`src/rtl/usb_pkg.sv`:
```
// Shared state encoding and line constants for the USB full-speed transmit path.
// Line states are packed as {dp, dm}.
package usb_pkg;

   typedef enum logic [2:0] {
      IDLE,
      SYNC,
      DATA,
      STUFF,
      EOP_SE0,
      EOP_J
   } tx_state_t;

   localparam logic [7:0] SYNC_PATTERN = 8'h80;
   localparam int         MAX_ONES     = 6;
   localparam int         EOP_SE0_BITS = 2;

   localparam logic [1:0] LINE_J   = 2'b10;
   localparam logic [1:0] LINE_K   = 2'b01;
   localparam logic [1:0] LINE_SE0 = 2'b00;

endpackage

```
`src/rtl/usb_nrzi_enc.sv`:
```
// NRZI line encoder: on bit_tick the next line bit is registered onto dp/dm one cycle later.
// A 0 toggles J/K, a 1 holds; se0_req drives SE0 and j_req forces the idle J level.
module usb_nrzi_enc
   import usb_pkg::*;
(
   input  logic clk,
   input  logic reset,
   input  logic bit_tick,
   input  logic bit_in,
   input  logic se0_req,
   input  logic j_req,
   output logic dp,
   output logic dm
);

   logic       level_q, level_d;
   logic [1:0] line_q, line_d;

   always_comb begin
      level_d = level_q;
      line_d  = line_q;
      if (bit_tick) begin
         if (se0_req) begin
            // SE0 leaves the NRZI level untouched
            line_d = LINE_SE0;
         end else begin
            if (j_req) begin
               level_d = 1'b1;
            end else if (!bit_in) begin
               level_d = ~level_q;
            end
            line_d = level_d ? LINE_J : LINE_K;
         end
      end
   end

   always_ff @(posedge clk or posedge reset) begin
      if (reset) begin
         level_q <= 1'b1;
         line_q  <= LINE_J;
      end else begin
         level_q <= level_d;
         line_q  <= line_d;
      end
   end

   assign {dp, dm} = line_q;

endmodule

```
`src/rtl/usb_tx_serializer.sv`:
```
// Serializes one word per packet as SYNC, bit-stuffed LSB-first data and EOP onto dp/dm.
// First SYNC bit appears the cycle after accept; tx_ready is high only while idle.
module usb_tx_serializer
   import usb_pkg::*;
#(
   parameter int CLKS_PER_BIT = 4,
   parameter int DATA_W       = 32
) (
   input  logic              clk,
   input  logic              reset,
   input  logic [DATA_W-1:0] tx_data,
   input  logic              tx_valid,
   output logic              tx_ready,
   output logic              dp,
   output logic              dm,
   output logic              tx_oe,
   output logic              busy
);

   localparam int BCW = $clog2(CLKS_PER_BIT);
   localparam int DCW = $clog2(DATA_W + 1);
   localparam logic [BCW-1:0] BIT_LAST = BCW'(CLKS_PER_BIT - 1);
   localparam logic [DCW-1:0] DATA_ALL = DCW'(DATA_W);
   localparam logic [2:0]     ONES_MAX = 3'(MAX_ONES);
   localparam logic [2:0]     SE0_LAST = 3'(EOP_SE0_BITS - 1);

   tx_state_t         state_q, state_d;
   logic [BCW-1:0]    bit_cnt_q, bit_cnt_d;
   logic [2:0]        idx_q, idx_d;
   logic [DCW-1:0]    data_cnt_q, data_cnt_d;
   logic [DATA_W-1:0] shift_q, shift_d;
   logic [2:0]        ones_q, ones_d;
   logic              tx_ready_q, tx_ready_d;
   logic              tx_oe_q, tx_oe_d;

   logic tick, nxt_bit, se0_req, j_req, emit_data, bit_end;

   always_comb begin
      state_d    = state_q;
      bit_cnt_d  = bit_cnt_q;
      idx_d      = idx_q;
      data_cnt_d = data_cnt_q;
      shift_d    = shift_q;
      ones_d     = ones_q;
      tx_ready_d = tx_ready_q;
      tx_oe_d    = tx_oe_q;
      tick       = 1'b0;
      nxt_bit    = 1'b1;
      se0_req    = 1'b0;
      j_req      = 1'b0;
      emit_data  = 1'b0;
      bit_end    = (bit_cnt_q == BIT_LAST);

      if (state_q != IDLE) begin
         bit_cnt_d = bit_end ? '0 : bit_cnt_q + 1'b1;
      end

      // Each tick loads the bit that will be on the line from the next cycle on
      case (state_q)
         IDLE: begin
            if (tx_valid) begin
               state_d    = SYNC;
               bit_cnt_d  = '0;
               idx_d      = 3'd0;
               data_cnt_d = '0;
               shift_d    = tx_data;
               ones_d     = 3'd0;
               tx_ready_d = 1'b0;
               tx_oe_d    = 1'b1;
               tick       = 1'b1;
               nxt_bit    = SYNC_PATTERN[0];
            end
         end
         SYNC: begin
            if (bit_end) begin
               if (idx_q == 3'd7) begin
                  emit_data = 1'b1;
               end else begin
                  idx_d   = idx_q + 3'd1;
                  tick    = 1'b1;
                  nxt_bit = SYNC_PATTERN[idx_d];
               end
            end
         end
         DATA, STUFF: begin
            if (bit_end) begin
               if (state_q == DATA && ones_q == ONES_MAX) begin
                  state_d = STUFF;
                  tick    = 1'b1;
                  nxt_bit = 1'b0;
               end else if (data_cnt_q == DATA_ALL) begin
                  state_d = EOP_SE0;
                  idx_d   = 3'd0;
                  tick    = 1'b1;
                  se0_req = 1'b1;
               end else begin
                  emit_data = 1'b1;
               end
            end
         end
         EOP_SE0: begin
            if (bit_end) begin
               tick = 1'b1;
               if (idx_q == SE0_LAST) begin
                  state_d = EOP_J;
                  j_req   = 1'b1;
               end else begin
                  idx_d   = idx_q + 3'd1;
                  se0_req = 1'b1;
               end
            end
         end
         EOP_J: begin
            if (bit_end) begin
               state_d    = IDLE;
               tx_ready_d = 1'b1;
               tx_oe_d    = 1'b0;
            end
         end
         default: state_d = IDLE;
      endcase

      if (emit_data) begin
         state_d    = DATA;
         tick       = 1'b1;
         nxt_bit    = shift_q[0];
         shift_d    = shift_q >> 1;
         data_cnt_d = data_cnt_q + 1'b1;
      end

      if (tick && !se0_req && !j_req) begin
         ones_d = nxt_bit ? ones_q + 3'd1 : 3'd0;
      end
   end

   always_ff @(posedge clk or posedge reset) begin
      if (reset) begin
         state_q    <= IDLE;
         bit_cnt_q  <= '0;
         idx_q      <= 3'd0;
         data_cnt_q <= '0;
         shift_q    <= '0;
         ones_q     <= 3'd0;
         tx_ready_q <= 1'b1;
         tx_oe_q    <= 1'b0;
      end else begin
         state_q    <= state_d;
         bit_cnt_q  <= bit_cnt_d;
         idx_q      <= idx_d;
         data_cnt_q <= data_cnt_d;
         shift_q    <= shift_d;
         ones_q     <= ones_d;
         tx_ready_q <= tx_ready_d;
         tx_oe_q    <= tx_oe_d;
      end
   end

   usb_nrzi_enc u_nrzi (
      .clk      (clk),
      .reset    (reset),
      .bit_tick (tick),
      .bit_in   (nxt_bit),
      .se0_req  (se0_req),
      .j_req    (j_req),
      .dp       (dp),
      .dm       (dm)
   );

   assign tx_ready = tx_ready_q;
   assign tx_oe    = tx_oe_q;
   assign busy     = ~tx_ready_q;

endmodule

```
`config.mk`:
```
export PLATFORM = sky130hd
export DESIGN_NAME = usb_tx_serializer
export DESIGN_NICKNAME = d
export VERILOG_FILES = /design/src/rtl/usb_pkg.sv /design/src/rtl/usb_nrzi_enc.sv /design/src/rtl/usb_tx_serializer.sv
export SDC_FILE = /design/constraint.sdc
export NUM_CORES = 1
export LEC_CHECK = 0
export ABC_CLOCK_PERIOD_IN_PS = 3500
export BUFFER_PORTS_ARGS = -buffer_cell sky130_fd_sc_hd__buf_4
export CORE_MARGIN = 2
export CORE_UTILIZATION = 35
export CTS_CLUSTER_DIAMETER = 80
export DETAILED_ROUTE_END_ITERATION = 7
export PLACE_DENSITY = 0.61
export RECOVER_POWER = 50
export SLEW_MARGIN = 0
export SYNTH_ARGS = -nofsm -noshare
export SYNTH_HDL_FRONTEND = slang
export SYNTH_SLANG_ARGS = --single-unit
```
`constraint.sdc`:
```
create_clock -name clk -period 3.5 [get_ports clk]
set_input_delay 0.525 -clock clk [delete_from_list [all_inputs] [get_ports clk]]
set_output_delay 0.525 -clock clk [all_outputs]
set_load 0.1 [all_outputs]
```
==> flow_summary_export.csv <==
group,metric,value,unit
status,status,"complete, no violations",
die,die_h,92.2,um
route,drt_first_pass_iters,5,
route,wire_per_inst,13.1,um
placed_design,dp_hpwl,3.79,mm
power,p_sw,0.00104,W
route,drc_errors,0,
setup_path,startpoint_type,"flop",
die,dieWidth,92.2,um
setup_path,path_class,"reg2reg",
clock_network,cts_resized,0,
worst_hold_path,hp-start,"tx_data[3]",
finish,diodes,0,
finish,areaGrowthSynthToFinish,18.4,%
logic_synthesis,yosysSeqAreaShare,0.498,
logic_synthesis,yosysWarnings,0,
sta,slew_headroom,0.0233,
worst_hold_path,min_to,"shift_q[3]$_DFFE_PP0P_",
global_routing,grt.total_usage,0.147,
logic_synthesis,synthesis.area,2720,um2
finish,drive_above_1_share,0.190,
setup_path,worstRegToRegCells,7,
clock_network,clk_latency,320,ps
setup_path,rr_endpoint,"data_cnt_q[5]$_DFFE_PP0P_",
route,num_vias,2203,
logic_synthesis,synth_seq_cells,54,
worst_hold_path,hold_class,"in2reg",
die,core-area,7650,um2
sta,hold_viol,0,
logic_synthesis,synth_cells,292,
job,max_cap_viol_count,0,
logic_synthesis,yosysUniqueCellTypes,46,
route,vias_per_cell,5.14,
power,p_sw_frac,0.407,
global_routing,grt_max_degree,39,
clock_network,hold_buffers,0,
logic_synthesis,ys.flop_type,"dfrtp_1",
clock_network,h-tree-depth,2,
power,peakVddDrop,0.000387,V
power,clock_power_share,0.171,
clock_network,clock_sinks,54,
setup_path,critPathCaptureType,"flop",
global_routing,antenna_found_initial,0,
die,initial_core_util,0.356,
clock_network,cts_tree,"done",
logic_synthesis,synth_top_area_cell,"dfrtp_1",
sta,tightestPinTransition,1460,ps
die,fp-row-count,32,
setup_path,cp.arrival,2740,ps
die,dieArea,8500,um2
clock_network,cts-root-buf,"clkbuf_8",
logic_synthesis,synth_edf_count,0,
setup_path,ff2ff_setup_slack,950,ps
power,powerDensity,792,nW/um2
placed_design,place_inst,421,
power,seq_power_share,0.446,
worst_hold_path,worstHoldPathCells,3,
logic_synthesis,async_flop_share,1.00,
clock_network,post-cts-setup-buffers,0,
route,postRouteAntennaNets,0,
route,wl,5.64,mm
placed_design,port_buffers,39,
sta,finalWorstSetupSlack,953,ps
sta,setup_tns,0,ps
placed_design,place_ws,985,ps
power,power.internal,0.00151,W
placed_design,routabilityCongestion,0.808,
sta,rsz0062_at_grt,"no",
die,io_pins,40,
setup_path,critPathRequiredTime,3690,ps
sta,finClkSkew,9.15,ps
power,leakage,1.53,nW
finish,layout.nets,369,
finish,finish.utilization,0.421,
clock_network,clock_path_buffers,2,
sta,finalSetupViolations,0,
setup_path,crit_path_max_fanout,35,
sta,whs,411,ps
global_routing,grt_overflow,0,
sta,period_share,0.728,
logic_synthesis,synthesis.nets,335,
logic_synthesis,yosys-top-cells-area,"dfrtp_1, nand2_1, a22oi_1",
clock_network,cts_buffers,5,
sta,period_minus_slack,2550,ps
logic_synthesis,yosysTopAreaCellShare,0.469,
sta,final_max_slew_viol_count,0,
power,pwr-share-comb,0.383,
finish,finalNonFillerCells,429,
route,drt-initial-drc-count,122,
clock_network,clkTransAtPathRegs,110,ps
logic_synthesis,avgSynthCellArea,9.32,um2
sta,fmax,393,MHz
setup_path,r2r-start,"bit_cnt_q[0]$_DFF_PP0_",
global_routing,grt_pass1_vias,2140,
global_routing,grt_pass1_wl,10.1,mm
[sequential cells by signal (all words and copies together) (netlist names)]
register and cells:
tx_oe 1, tx_ready 1, shift_q 32, u_nrzi.line_q 2
state_q 3, ones_q 3, data_cnt_q 6, u_nrzi.level_q 1
idx_q 3, bit_cnt_q 2
[synthesized netlist by cell type (all sizes together), types with 2 or more instances]
library cell and count:
nand2 78, dfrtp 51, a22oi 31, o21ai 20, inv 11, buf 10
nor2 10, ha 8, a21oi 7, clkbuf 6, nor3 5, a31oi 4
nand2b 4, nand3 4, nand3b 4, nor2b 4, dfstp 3, o31ai 3
a211oi 2, a32o 2, and3 2, mux2i 2, nand4 2, o2bb2ai 2
or3b 2, xor2 2
[stage by stage]
stage	total power [W]	instance area (um2)
global route	0.00278	3220
CTS	0.00258	3230
global placement	0.00210	3110
detailed placement	0.00213	3110
finish	0.00255	3220
floorplan	0.00188	2720
[cell usage in the layout, fill, tap and decap left out, types with 2 or more instances in the layout]
| cell | synthesis | final |
|---|---|---|
| dfstp_2 | 3 | 3 |
| o21ai_1 | 3 | 3 |
| o2bb2ai_1 | 2 | 2 |
| ha_1 | 8 | 8 |
| inv_1 | 11 | 11 |
| o21ai_0 | 17 | 17 |
| o31ai_1 | 3 | 3 |
| clkbuf_8 | 0 | 5 |
| nand2b_1 | 4 | 4 |
| nand3b_1 | 3 | 3 |
| xor2_1 | 2 | 2 |
| nand3_1 | 4 | 4 |
| nor2_1 | 9 | 8 |
| nand4_1 | 2 | 2 |
| a32o_1 | 2 | 2 |
| nor2b_1 | 4 | 4 |
| dfrtp_1 | 51 | 51 |
| a21oi_1 | 7 | 7 |
| nand2_1 | 78 | 78 |
| buf_4 | 0 | 41 |
| a22oi_1 | 31 | 31 |
| nor2_2 | 1 | 2 |
| a31oi_1 | 3 | 3 |
| nor3_1 | 5 | 5 |
| and3_1 | 2 | 2 |
| or3b_1 | 2 | 2 |
[routing by layer]
metal / wire length (um) / track usage
met3: 272 / 0.0329
met1: 2710 / 0.204
met5: 0 / 0
met2: 2570 / 0.230
met4: 83 / 0.0423
[critical path, stage by stage (launching register included)]
cell      delay (ps)
dfrtp_1          380
ha_1             440
o21ai_0          330
a211oi_4         650
nor2_2            80
buf_4            260
o21ai_0          180
o21ai_0          110
[worst max-delay path by stage]
| stage | from | cells after the start | to |
|---|---|---|---|
| global placement | bit_cnt_q[0]$_DFF_PP0_ | 7 | data_cnt_q[2]$_DFFE_PP0P_ |
| detailed placement | bit_cnt_q[0]$_DFF_PP0_ | 7 | data_cnt_q[5]$_DFFE_PP0P_ |
| floorplan | tx_ready$_DFFE_PP1P_ | 1 | busy |
| CTS | bit_cnt_q[0]$_DFF_PP0_ | 7 | data_cnt_q[5]$_DFFE_PP0P_ |
| global route | bit_cnt_q[0]$_DFF_PP0_ | 7 | data_cnt_q[2]$_DFFE_PP0P_ |
| finish | bit_cnt_q[0]$_DFF_PP0_ | 7 | data_cnt_q[5]$_DFFE_PP0P_ |
[power groups by stage]
stage	clock [W]	sequential, W	combinational [W]
after global routing	0.000467	0.00118	0.00113
after detailed placement	0	0.00115	0.000986
after global placement	0	0.00114	0.000958
final	0.000435	0.00114	0.000978
after CTS	0.000448	0.00114	0.000990
after floorplan	0	0.00117	0.000714
[cell families (layout without fill, tap and decap cells)]
family | count (synthesis) | after routing | synth area share
compound gates | 79 | 79 | 0.201
simple gates | 119 | 119 | 0.196
mux | 2 | 2 | 0.0119
buf+inv | 27 | 62 | 0.0437
xor+xnor | 3 | 3 | 0.0124
fa+ha+maj | 8 | 8 | 0.0368
flops | 54 | 54 | 0.498
[area by class of cell]
class	count	area, um2
clock buffers	5	68.8
clock inverters	3	47.5
fillers	748	4420
inverters	11	41.3
multi-input cells	211	1260
flip-flops and latches	54	1360
well taps	102	128
repair buffers	43	319
(Power assumes the default switching activity.)
